<file path="src/rtl/sum_matrix_loop_ctrl.sv">
// sum_matrix_loop_ctrl: sequencer for the flattened row x column loop nest of the sum_matrix kernel.
// The loop runs at II=1 through a DEPTH-stage datapath pipeline.
// Ports:
//   ap_clk, ap_rst_n              clock, synchronous active-low reset
//   ap_start/ap_ready/ap_done/ap_idle  ap_ctrl_hs handshake
//   num_rows, num_cols            trip counts, latched when start is accepted
//   stall                         datapath backpressure; freezes pipeline, indices and count
//   row_idx, col_idx              registered indices of the issuing iteration
//   issue_valid, first_iter, last_iter  issue qualifiers for stage 0
//   en_chain                      per-stage valid bits (bit 0 is the issuing iteration)
//   retire_valid, iter_count      retirement strobe and running count of retired iterations
module sum_matrix_loop_ctrl #(
    parameter int ROWS_W = 16,
    parameter int COLS_W = 16,
    parameter int DEPTH  = 20
) (
    input  logic              ap_clk,
    input  logic              ap_rst_n,
    input  logic              ap_start,
    output logic              ap_ready,
    output logic              ap_done,
    output logic              ap_idle,
    input  logic [ROWS_W-1:0] num_rows,
    input  logic [COLS_W-1:0] num_cols,
    input  logic              stall,
    output logic [ROWS_W-1:0] row_idx,
    output logic [COLS_W-1:0] col_idx,
    output logic              issue_valid,
    output logic              first_iter,
    output logic              last_iter,
    output logic [DEPTH-1:0]  en_chain,
    output logic              retire_valid,
    output logic [31:0]       iter_count
);
    typedef enum logic [1:0] {IDLE, RUN, DRAIN, DONE} state_t;
    state_t            state, state_nx;
    logic [ROWS_W-1:0] rows_q;
    logic [COLS_W-1:0] cols_q;
    // stage 0 is the issue cycle itself, so only stages 1..DEPTH-1 are registered
    logic [DEPTH-1:1]  stage_q;
    logic              row_end, col_end;

    always_comb begin
        row_end      = row_idx == rows_q - ROWS_W'(1);
        col_end      = col_idx == cols_q - COLS_W'(1);
        issue_valid  = (state == RUN) && !stall;
        en_chain     = {stage_q, issue_valid};
        retire_valid = en_chain[DEPTH-1] && !stall;
        first_iter   = issue_valid && row_idx == '0 && col_idx == '0;
        last_iter    = issue_valid && row_end && col_end;
        ap_idle      = state == IDLE;
        ap_done      = state == DONE;
        // zero-dimension launches never issue, so ready coincides with done
        ap_ready     = last_iter || (ap_done && (rows_q == '0 || cols_q == '0));
        state_nx     = state;
        case (state)
            IDLE:    state_nx = !ap_start ? IDLE : (num_rows == '0 || num_cols == '0) ? DONE : RUN;
            RUN:     state_nx = last_iter ? DRAIN : RUN;
            DRAIN:   state_nx = (retire_valid && en_chain[DEPTH-2:0] == '0) ? DONE : DRAIN;
            default: state_nx = IDLE;
        endcase
    end

    always_ff @(posedge ap_clk) begin
        if (!ap_rst_n) begin
            state      <= IDLE;
            rows_q     <= '0;
            cols_q     <= '0;
            stage_q    <= '0;
            row_idx    <= '0;
            col_idx    <= '0;
            iter_count <= '0;
        end else begin
            state <= state_nx;
            if (state == IDLE && ap_start) begin
                rows_q     <= num_rows;
                cols_q     <= num_cols;
                row_idx    <= '0;
                col_idx    <= '0;
                iter_count <= '0;
            end
            if (!stall)
                stage_q <= en_chain[DEPTH-2:0];
            if (issue_valid) begin
                col_idx <= col_end ? '0 : col_idx + COLS_W'(1);
                if (col_end)
                    row_idx <= row_idx + ROWS_W'(1);
            end
            if (retire_valid)
                iter_count <= iter_count + 32'd1;
        end
    end
endmodule

</file>
<file path="config.mk">
export PLATFORM = sky130hd
export DESIGN_NAME = sum_matrix_loop_ctrl
export DESIGN_NICKNAME = d
export VERILOG_FILES = /design/src/rtl/sum_matrix_loop_ctrl.sv
export SDC_FILE = /design/constraint.sdc
export NUM_CORES = 1
export LEC_CHECK = 0
export CAP_MARGIN = 10
export CORE_MARGIN = 5
export CORE_UTILIZATION = 40
export CTS_CLUSTER_SIZE = 20
export DETAILED_ROUTE_END_ITERATION = 8
export PLACE_DENSITY_LB_ADDON = 0.12
export SYNTH_ARGS = -nofsm -noshare
export SYNTH_HDL_FRONTEND = slang
export SYNTH_SLANG_ARGS = --single-unit
</file>
<file path="constraint.sdc">
create_clock -name ap_clk -period 2.6 [get_ports ap_clk]
set_input_delay 0.26 -clock ap_clk [delete_from_list [all_inputs] [get_ports ap_clk]]
set_output_delay 0.26 -clock ap_clk [all_outputs]
set_load 0.005 [all_outputs]
</file>
# Word level (Yosys, flattened, before mapping)
# Cells that the tools add are included.
totals:
  reg_bits: 117
  input_bits: 36
  out_inout_bits: 91
  elab_cells: 53
classes:
  n_addsub: 5
  eq_ne: 5
  n_mux: 13
  n_reduce_logical: 23
ops:
  columns: ["op", "n"]
  rows:
  - ["zero test 16 bit", 6]
  - ["2-to-1 mux 16 bit", 6]
  - ["2-to-1 mux 32 bit", 2]
  - ["adder 16 x 1 -> 16 bit (second input constant)", 2]
  - ["adder 32 x 1 -> 32 bit (second input constant)", 1]
  - ["equality test 16 bit", 2]
  - ["subtractor 16 x 1 -> 16 bit (second input constant)", 2]
  - ["zero test 19 bit", 1]
  - ["logical AND 1 bit", 9]
  - ["2-to-1 mux 2 bit", 3]
  - ["one-hot mux 2 bit (3 select lines)", 1]
  - ["equality test 2 bit (second input constant)", 2]
  - ["nonzero test 2 bit", 2]
  - ["logical OR 1 bit", 3]
  - ["equality test 2 x 1 -> 1 bit (second input constant)", 1]
  - ["zero test 2 bit", 1]
  - ["zero test 1 bit", 1]
  - ["2-to-1 mux 1 bit", 1]

# Logic depth before layout (Yosys ltp)
# Gate-level depths: netlist of the first run.
depth:
  ltp_word: 6
  mapped_depth: 11
  depth_no_buf: 10

# Worst setup path before layout of the first run
# OpenSTA, ideal clock, no wires.
synth_timing:
  path_kind: "reg-to-output"
  startpoint: "register rows_q[0]"
  endpoint: "output ap_ready"
  arrival_time_ns: 2.609
  required_time_ns: 2.340
  slack_ns: -0.269
  path_stages_with_launch: 11
  n_path_buf: 1
  cell_sequence: "dfxtp_1 > inv_1 > ha_1 > or4b_1 > buf_2 > or2_2 > nor4_4 > xnor2_1 > a2111o_1 > nor4_4 > a21o_2"
synth_between:
  elab_chain_cells: 5
  word_cells_on_any_way: 8
  classes_between: "add/sub (1); eq/ne (1); reduce/logical (6)"
synth_rtl:
  columns: ["item", "line_no", "text"]
  rows:
  - ["start, declared", "37", "logic [ROWS_W-1:0] rows_q;"]
  - ["start signal, assigned", "76", "rows_q <= num_rows;"]
  - ["subtractor 16 x 1 -> 16 bit", "44", "row_end = row_idx == rows_q - ROWS_W'(1);"]
  - ["equality test 16 bit", "44", null]
  - ["logical AND 1 bit (2 in series)", "50", "last_iter = issue_valid && row_end && col_end;"]
  - ["named net last_iter", "30", "output logic last_iter,"]
  - ["logical OR 1 bit", "54", "ap_ready = last_iter || (ap_done && (rows_q == '0 || cols_q == '0));"]
  - ["end, declared", "20", "output logic ap_ready,"]
# The timed path passes the listed nets, and every way through them passes these cells.

# Worst setup path after layout of the first run
layout_timing:
  startpoint: "register cols_q[7]"
  endpoint: "output ap_ready"
layout_between:
  elab_chain_cells: 4
  word_cells_on_any_way: 7
  classes_between: "add/sub (1); eq/ne (1); reduce/logical (5)"
layout_rtl:
  columns: ["item", "line_no", "text"]
  rows:
  - ["start, declared", "38", "logic [COLS_W-1:0] cols_q;"]
  - ["start signal, assigned", "77", "cols_q <= num_cols;"]
  - ["subtractor 16 x 1 -> 16 bit / zero test 16 bit (equally long branches)", "45, 54", null]
  - ["equality test 16 bit / logical OR 1 bit (equally long branches)", "45, 54", null]
  - ["logical AND 1 bit, on equally long branches", "50, 54", null]
  - ["logical OR 1 bit *", "54", null]
# Mark *: on every way between the ends. The rest lies on a longest branch, timed or not.

==> flow_summary_export.csv, run 1 <==
group,metric,value,unit
synth,ys.flop_type,"dfxtp_1",
clocking,tritoncts,"done",
sta,maxSlewHeadroom,51.82,%
run,cap_violations,0,
setup_path,cp-start-kind,"register",
route,drt_drc_violations_left,0,
sta,hold_slack,240.5,ps
setup_path,cp.arrival,3160,ps
sta,skew,8.678,ps
sta,setup_tns,-2355,ps
synth,ys_async_sr_fraction,0,%
power_and_ir_drop,leakagePower,3.708,nW
clocking,numCtsBuffers,17,
min_path,hold_class,"primary input to register",
floorplanning,die_height,139.2,µm
setup_path,startpoint,"cols_q[7]",
clocking,clkLatencyLatePin,420,ps
synth,synth_top_area_share,35.10,%
synth,synth_area_leaders,"dfxtp_1 35%, nand2_1 7.7%, a21boi_0 4.5%, nand3_1 4.3%, mux2i_1 4.2%",
setup_path,r2r_cells,12,
clocking,cts.clk_slew.worst_paths,60,ps
grt,grt_usage,20.37,%
route,vias,6792,
synth,yosys_register_bits,117,
synth,yosysWarningCount,0,
route,drt-total-wl,19720,µm
synth,synthCells,843,
place,port_buffers,126,
sta,hold_violations,0,
place,pre_cts_ws,-733.2,ps
min_path,whs_path_depth,3,
final_layout,register_area,0.002345,mm²
synth,syn_avg_cell_area,7.915,µm²
floorplanning,die_width,139.2,µm
outcome,violations,"setup timing",
sta,setup_violations,10,
route,first_pass_iters,6,
setup_path,worstPathRequired,2340,ps
synth,ys_seq_area_share,35.10,%
power_and_ir_drop,p_total,4.918,mW
setup_path,crit_type,"register to primary output",
grt,grt_start_max_net_pins,86,
route,top_layer,"met5",
power_and_ir_drop,power_density,504.7,mW/mm²
final_layout,area_growth,46.02,%
clocking,cts.htree.levels,4,
floorplanning,num_rows,47,
place,dpl.cell_count,1249,
setup_path,r2r-start,"cols_q[7]",
synth,synth_edf_count,0,
route,wire_per_inst,15.26,µm
grt,gr-total-overflow,0,
clocking,clk_path_buf_depth,2,
sta,rsz0062_at_grt,"true",
synth,syn_nets,886,
final_layout,multi_input_area,0.004244,mm²
final_layout,layoutNonFillerInstCount,1292,
clocking,cts.sinks,117,
sta,layout_setup_ws,-815.7,ps
setup_path,endpoint_kind,"primary output",
clocking,postCtsHoldBufs,0,
synth,synth_cell_types,63,
route,dr_wl_met3,1261,µm
final_layout,num-fill-cells,1552,
place,hpwlAfterDp,14470,µm
clocking,root_buffer,"clkbuf_16",
place,placed_cell_area,0.008862,mm²
synth,syn-cell-area,0.006673,mm²
synth,yosys.area.top_type,"dfxtp_1",
grt,grt_antenna_before_repair,2,
final_layout,layout.nets,1101,
route,via_per_inst,5.257,
floorplanning,dieArea,0.01936,mm²
route,postRouteAntennaNets,0,
floorplanning,pin_count,127,
floorplanning,initial_core_util,40.52,%
final_layout,drive_above_1_share,19.23,%
route,dr_wl_met2,8978,µm
sta,fin_crit,3416,ps
min_path,hp-start,"ap_rst_n",
final_layout,fin_util,59.17,%
power_and_ir_drop,ir_drop,0.5192,mV
outcome,outcome,"complete, but fails checks",
grt,grt_pass1_vias,6481,
final_layout,final_area,0.009743,mm²
sta,fmax,292.8,MHz
sta,worst_pin_slew,722.8,ps
grt,grt_pass1_wl,32400,µm
route,first_iter_violations,307,
place,finalWeightedCongestion,0.8868,
sta,post-route-period-util,131.4,%
route,wl_met1,9201,µm
sta,slew_viol_final,0,
setup_path,critPathMaxFanout,2,
floorplanning,core,0.01647,mm²
==> report_power, final <==
group	switching [mW]	internal, mW	leakage (nW)	total, mW
Sequential	0.0259	1.83	0.948	1.85
Combinational	0.368	0.371	2.49	0.739
Clock	0.910	1.42	0.273	2.33
==> layout make-up <==
class / instances / share of cell area (%)
Timing Repair Buffer: 247 / 22.63
Inverter: 24 / 0.9246
Sequential cell: 117 / 24.07
Antenna cell: 1 / 0.02568
Clock buffer: 18 / 4.405
Multi-Input combinational cell: 651 / 43.56
Clock inverter: 14 / 1.567
Tap cell: 220 / 2.825
==> timing repair <==
item,CTS,global route
endpoints found under the setup margin,14,37
setup buffers,8,2
gates resized for setup,46,34
cloned,1,1
pin swaps,28,17
==> cell usage after synthesis, types with 6 or more instances <==
library cell,number
dfxtp_1,117
o211ai_1,8
xor2_1,18
a21o_1,6
o21ai_0,40
inv_1,24
or3_1,6
nand3b_1,7
a21boi_0,40
nor2b_1,27
mux2i_1,28
nor4_1,22
xnor2_1,30
nand2b_1,7
ha_1,7
nor2_1,39
nor3_1,20
clkbuf_1,40
nand4_1,24
and3_1,17
and2_1,23
nand2_1,136
a21oi_1,12
nand3_1,57
a31oi_1,12
==> sequential cells by signal, indices dropped and copies added, names as in the netlist <==
register / cells
rows_q: 16
col_idx: 16
state: 2
cols_q: 16
row_idx: 16
iter_count: 32
stage_q: 19
==> final timing paths <==
path,slack (ps),endpoint
setup reg to reg,-310,state[1]
hold / removal,240,row_idx[6]
hold reg to reg,490,rows_q[14]
setup / recovery,-820,ap_ready
==> logic make-up after synthesis <==
| group | after synthesis | synth area share, % |
|---|---|---|
| simple gates | 414 | 32.80 |
| compound gates | 151 | 15.34 |
| flops | 117 | 35.10 |
| buf+inv | 76 | 4.613 |
| xor+xnor | 48 | 6.300 |
| mux | 30 | 4.538 |
| fa+ha+maj | 7 | 1.313 |
==> layer usage <==
metal  vias up  GRT usage (%)
li1       3432              -
met2       171          31.83
met1      3160          27.09
met4         4          6.488
met5         -              0
met3        25          6.103
==> cells in the final DEF, fill, tap and decap left out, types with 8 or more instances in the layout <==
| cell type | Yosys | routed |
|---|---|---|
| inv_1 | 24 | 24 |
| a21oi_1 | 12 | 8 |
| nor2b_1 | 27 | 26 |
| dfxtp_1 | 117 | 115 |
| mux2i_1 | 28 | 28 |
| a21boi_0 | 40 | 38 |
| and2_1 | 23 | 23 |
| nor3_1 | 20 | 19 |
| o21ai_1 | 0 | 10 |
| a31oi_1 | 12 | 11 |
| nor2_1 | 39 | 39 |
| buf_4 | 3 | 113 |
| o211ai_1 | 8 | 8 |
| buf_6 | 1 | 9 |
| and3_1 | 17 | 17 |
| clkbuf_16 | 0 | 17 |
| o21ai_0 | 40 | 25 |
| nand4_1 | 24 | 24 |
| nor4_1 | 22 | 20 |
| xnor2_1 | 30 | 30 |
| clkdlybuf4s50_1 | 0 | 122 |
| xor2_1 | 18 | 18 |
| nand2_1 | 136 | 133 |
| nand3_1 | 57 | 51 |
==> critical path, cell delays in order (launching register included) <==
cell     delay, ps
dfxtp_2        320
or4_4          520
or4_4          440
nor3_4         160
xnor2_1        150
and3_1         200
nand4_1        180
nor4_4         340
buf_4          170
buf_6          100
a21o_4          80
buf_6           80
(Power assumes the default switching activity.)
==> run 2: changes to the inputs <==
--- a/config.mk
+++ b/config.mk
@@ -7,7 +7,7 @@
 export LEC_CHECK = 0
 export CAP_MARGIN = 10
 export CORE_MARGIN = 5
-export CORE_UTILIZATION = 40
+export CORE_UTILIZATION = 48
 export CTS_CLUSTER_SIZE = 20
 export DETAILED_ROUTE_END_ITERATION = 8
 export PLACE_DENSITY_LB_ADDON = 0.12
==> flow_summary_export.csv, run 2 (synthesis gave the netlist of run 1 again) <==
group,metric,value,unit
outcome,outcome,"complete, but fails checks",
outcome,violations,"setup timing",
setup_path,rrSetupSlack,-190,ps
setup_path,critPathMaxFanout,2,
final_layout,multi_input_area,0.004185,mm²
route,vias,6931,
sta,maxSlewHeadroom,55.50,%
sta,layout_setup_ws,-787.0,ps
setup_path,endpoint_kind,"primary output",
power_and_ir_drop,ir_drop,0.4508,mV
clocking,cts.sinks,117,
grt,grt_antenna_before_repair,0,
setup_path,r2r-end,"state[1]",
route,wire_per_inst,16.12,µm
sta,fin_crit,3387,ps
route,first_pass_iters,5,
floorplanning,num_rows,43,
setup_path,cp_slowest_stage_delay,530,ps
final_layout,drive_above_1_share,18.43,%
grt,grt_pass1_wl,33140,µm
final_layout,reg_top3,"iter_count (32), stage_q (19)",
setup_path,cp_top_family,"simple AND/OR/NAND/NOR gates",
floorplanning,pin_count,127,
setup_path,path_common_cell,"or4_4",
power_and_ir_drop,leakagePower,3.686,nW
route,first_iter_violations,440,
sta,slew_viol_final,0,
grt,grt_pass1_vias,6807,
sta,rsz0062_at_grt,"true",
place,finalWeightedCongestion,0.8905,
route,via_per_inst,5.549,
sta,hold_violations,0,
clocking,numCtsBuffers,17,
min_path,hp-start,"ap_rst_n",
min_path,whs_path_depth,4,
final_layout,largest_register_ffs,32,
power_and_ir_drop,power_density,516.0,mW/mm²
clocking,cts.clk_slew.worst_paths,60,ps
sta,worst_pin_slew,667.6,ps
setup_path,cp-start-kind,"register",
sta,skew,6.740,ps
route,postRouteAntennaNets,0,
floorplanning,core,0.01377,mm²
final_layout,mostFrequentLayoutCell,"nand2_1",
sta,setup_tns,-1855,ps
setup_path,r2r_cells,10,
route,drt-total-wl,20130,µm
floorplanning,initial_core_util,48.45,%
place,hpwlAfterDp,14870,µm
final_layout,layoutNonFillerInstCount,1249,
setup_path,worstPathCellList,"or4_4 > or4_4 > nor3_4 > xnor2_2 > and3_4 > nand4_1 > nor4_4 > buf_4 > a21o_2 > buf_2",
final_layout,layout.nets,1099,
floorplanning,die_width,127.9,µm
sta,fmax,295.2,MHz
setup_path,r2r-start,"cols_q[7]",
place,port_buffers,126,
setup_path,crit_slowest_cell,"or4_4",
final_layout,largest_register,"iter_count",
final_layout,num-fill-cells,1132,
final_layout,final_cell_mix,"136 x nand2_1, 122 x clkdlybuf4s50_1, 115 x dfxtp_1, 115 x buf_4, 55 x nand3_1",
setup_path,crit_buf_inv,2,
final_layout,register_area,0.002345,mm²
final_layout,num_antenna_cells,0,
place,dpl.cell_count,1210,
floorplanning,dieArea,0.01636,mm²
clocking,clkLatencyLatePin,420,ps
setup_path,crit_type,"register to primary output",
route,drt_drc_violations_left,0,
grt,grt_usage,24.81,%
floorplanning,die_height,127.9,µm
clocking,tritoncts,"done",
grt,gr-total-overflow,0,
min_path,hold_class,"primary input to register",
grt,grt_start_max_net_pins,86,
sta,setup_violations,5,
setup_path,worstPathRequired,2340,ps
final_layout,area_growth,43.97,%
clocking,cts.htree.levels,4,
run,cap_violations,0,
min_path,holdPathEnd,"row_idx[10]",
clocking,root_buffer,"clkbuf_16",
clocking,clk_path_buf_depth,2,
sta,post-route-period-util,130.3,%
setup_path,cp.arrival,3130,ps
==> run 2: changes by cell type in the layout (fill, tap and decap cells not counted), moves of 3 or more <==
cell / delta
a21oi_2: -4
nand2_1: +3
nand3_2: -5
buf_6: -3
a21oi_1: +4
o21ai_2: +4
o21ai_1: -5
nand3_1: +4
==> run 2: worst max path at each step <==
stage / endpoint / cells past startpoint / start
6_report: ap_ready / 10 / cols_q[7]
5_1_grt: ap_ready / 10 / cols_q[7]
4_1_cts: ap_ready / 10 / cols_q[10]
3_5_place_dp: ap_ready / 10 / cols_q[7]
3_3_place_gp: ap_ready / 9 / cols_q[7]
2_1_floorplan: ap_ready / 9 / cols_q[2]
==> run 2: final cells by class <==
class / instances / share of cell area [%]
clock buffers: 18 / 4.572
repair buffers: 246 / 22.60
flip-flops and latches: 117 / 24.41
clock inverters: 14 / 1.576
multi-input cells: 650 / 43.57
well taps: 180 / 2.344
inverters: 24 / 0.9377
==> run 2: what timing repair did <==
item,4_1_cts,5_1_grt
hold buffers,0,0
resized for setup,34,31
pin swaps,27,11
cloned,2,0
buffers inserted,6,1
hold endpoints to repair,0,0
endpoints found under the setup margin,26,36
==> run 2: worst register-to-register path, stage by stage (launching register included) <==
cell     delay [ps]
dfxtp_2         320
or4_4           530
or4_4           440
nor3_4          170
xnor2_2         150
and3_4          210
nand4_1         160
nor4_4          380
buf_4           190
buf_4           100
o21a_1           90
==> run 2: metal layers <==
| metal | up-vias | routed length, µm | global-route usage [%] |
|---|---|---|---|
| met5 | - | 0 | 0 |
| met4 | 0 | 395 | 8.926 |
| met3 | 31 | 1207 | 5.917 |
| met2 | 210 | 9562 | 40.67 |
| met1 | 3268 | 8963 | 31.85 |
| li1 | 3422 | - | - |
==> run 2: metrics by stage <==
step                instance area (µm²)  total power [mW]  setup WS [ps]  hold slack, ps  utilization (%)
detailed placement                 8795             2.580         -700.5           488.0            63.85
finish                             9607             4.957         -787.0           295.1            69.75
global route                       9607             5.145         -918.3           286.0            69.75
CTS                                9503             4.969         -858.1           287.5            69.00
global placement                   8795             2.566         -646.2           479.1            63.85
floorplan                          6681             2.287         -192.7           404.9                -
==> run 2: power breakdown <==
part	switching [mW]	internal (mW)	leakage (nW)	total (mW)
registers	0.0228	1.83	0.948	1.85
logic	0.380	0.375	2.45	0.755
clock network	0.908	1.45	0.287	2.35
==> run 3: changes to the inputs <==
--- a/config.mk
+++ b/config.mk
@@ -6,8 +6,10 @@
 export NUM_CORES = 1
 export LEC_CHECK = 0
 export CAP_MARGIN = 10
+export CELL_PAD_IN_SITES_DETAIL_PLACEMENT = 1
+export CELL_PAD_IN_SITES_GLOBAL_PLACEMENT = 2
 export CORE_MARGIN = 5
-export CORE_UTILIZATION = 48
+export CORE_UTILIZATION = 27
 export CTS_CLUSTER_SIZE = 20
 export DETAILED_ROUTE_END_ITERATION = 8
 export PLACE_DENSITY_LB_ADDON = 0.12
==> flow_summary_export.csv, run 3 (synthesis gave the netlist of run 1 again) <==
group,metric,value,unit
final_layout,num_antenna_cells,0,
run,cap_violations,0,
sta,setup_tns,-2007,ps
route,drt_drc_violations_left,0,
sta,post-route-period-util,126.9,%
place,port_buffers,126,
route,top_layer,"met5",
power_and_ir_drop,switching_share,27.98,%
min_path,hold_class,"primary input to register",
sta,slew_viol_final,0,
grt,grt_pass1_wl,38010,µm
clocking,root_buffer,"clkbuf_16",
setup_path,r2r_cells,13,
final_layout,fin_util,41.88,%
clocking,tritoncts,"done",
route,first_iter_violations,250,
grt,grt_usage,16.80,%
setup_path,cp_top_family,"simple AND/OR/NAND/NOR gates",
route,dr_wl_met3,1284,µm
clocking,cts.sinks,117,
floorplanning,core,0.02432,mm²
power_and_ir_drop,p_int,3.612,mW
sta,maxSlewHeadroom,70.07,%
floorplanning,die_height,167.2,µm
clocking,clk_path_buf_depth,2,
setup_path,rrSetupSlack,-280,ps
floorplanning,num_rows,57,
route,postRouteAntennaNets,0,
sta,fin_crit,3300,ps
setup_path,worstPathRequired,2340,ps
power_and_ir_drop,switching_power,1.403,mW
grt,gr-total-overflow,0,
place,finalWeightedCongestion,0.8164,
setup_path,r2r-start,"cols_q[10]",
route,wire_per_inst,17.01,µm
setup_path,endpoint_kind,"primary output",
power_and_ir_drop,pwr-share-clk,46.7,%
floorplanning,initial_core_util,27.44,%
sta,setup_violations,12,
clocking,postCtsHoldBufs,0,
floorplanning,pin_count,127,
route,drt-total-wl,24000,µm
route,via_per_inst,4.888,
setup_path,cp.arrival,3040,ps
sta,hold_violations,0,
sta,skew,11.32,ps
place,dpl.cell_count,1364,
final_layout,drive_above_1_share,22.08,%
setup_path,cp_slowest_stage_delay,540,ps
setup_path,crit_type,"register to primary output",
place,hpwlAfterDp,17510,µm
setup_path,worstPathCellList,"or4_4 > or4_4 > nor3_4 > xnor2_1 > and3_1 > nand4_1 > nor4_4 > buf_4 > buf_6 > a21o_4 > buf_6",
clocking,cts.clk_slew.worst_paths,60,ps
final_layout,mostFrequentLayoutCell,"nand2_1",
outcome,violations,"setup timing",
sta,layout_setup_ws,-699.6,ps
sta,rsz0062_at_grt,"true",
setup_path,crit_buf_inv,3,
setup_path,cp-start-kind,"register",
grt,grt_antenna_before_repair,3,
setup_path,r2r-end,"state[1]",
final_layout,largest_register,"iter_count",
min_path,holdPathEnd,"col_idx[0]",
grt,grt_start_max_net_pins,87,
final_layout,largest_register_ffs,32,
floorplanning,dieArea,0.02796,mm²
floorplanning,die_width,167.2,µm
final_layout,final_cell_mix,"133 x nand2_1, 122 x buf_4, 122 x clkdlybuf4s50_1",
route,wl_met1,11570,µm
power_and_ir_drop,combPwrFrac,16.4,%
power_and_ir_drop,leakagePower,3.849,nW
power_and_ir_drop,pwr-share-seq,36.9,%
route,vias,6897,
power_and_ir_drop,ir_drop,0.3185,mV
clocking,clkLatencyLatePin,430,ps
clocking,numCtsBuffers,17,
outcome,outcome,"complete, but fails checks",
final_layout,reg_top3,"iter_count (32), stage_q (19)",
route,dr_wl_met2,10730,µm
route,first_pass_iters,4,
min_path,whs_path_depth,2,
clocking,cts.htree.levels,4,
min_path,hp-start,"ap_rst_n",
setup_path,crit_slowest_cell,"or4_4",
final_layout,area_growth,52.65,%
sta,worst_pin_slew,448.9,ps
final_layout,layout.nets,1117,
power_and_ir_drop,power_density,492.3,mW/mm²
sta,fmax,303.1,MHz
final_layout,layoutNonFillerInstCount,1411,
grt,grt_pass1_vias,7019,
setup_path,critPathMaxFanout,2,
[run 3: timing repair]
item                                    CTS  global route
pin swaps                                31            18
endpoints found under the setup margin   37            37
setup buffers                             9             6
cloned                                    2             1
gates resized for setup                  74            42
[run 3: through the flow]
stage                     setup slack [ps]  cell area, µm²  power (mW)  hold WS [ps]
after floorplan                     -192.7            6681       2.287         404.9
after global placement              -658.1            9090       2.615         483.2
after detailed placement            -764.3            9090       2.622         491.9
after CTS                           -949.6            9976       5.047         283.3
after global routing                -847.4           10190       5.232         312.2
final                               -699.6           10190       5.015         321.0
[run 3: how the worst max path moves through the flow]
stage | cells past startpoint | slack (ps) | from | to
after global routing | 11 | -850 | cols_q[10] | ap_ready
after detailed placement | 10 | -760 | cols_q[7] | ap_ready
final | 11 | -700 | cols_q[10] | ap_ready
after CTS | 11 | -950 | cols_q[10] | ap_ready
after global placement | 10 | -660 | cols_q[7] | ap_ready
after floorplan | 9 | -190 | cols_q[2] | ap_ready
[run 3: worst register-to-register path, delay by kind of cell, from the launching register on]
kind                   cells  cell delay, ps
AO/OA/AOI/OAI              1             110
XOR/XNOR                   1             160
buffers and inverters      5             530
flip-flops                 1             320
AND/OR/NAND/NOR            6            1720
[run 3: area by class of cell]
cell class | instances | area, µm²
tap | 324 | 405.4
clock inverter | 13 | 123.9
multi-input combinational | 650 | 4345
inverter | 24 | 90.09
fill | 2917 | 14130
sequential | 117 | 2347
clock buffer | 19 | 452.9
timing repair buffer | 264 | 2421
[run 3: routing by layer]
metal / vias to the layer above / GRT usage [%]
met5: - / 0
met4: 6 / 5.222
met3: 34 / 4.856
met2: 118 / 26.40
met1: 3273 / 22.38
li1: 3466 / -
[run 3: power groups by stage]
stage                     logic (mW)  registers (mW)  clock network [mW]
after floorplan                0.393            1.89                   0
after global placement         0.727            1.89                   0
after detailed placement       0.732            1.89                   0
after CTS                      0.780            1.85                2.42
after global routing           0.893            1.86                2.48
final                          0.822            1.85                2.34
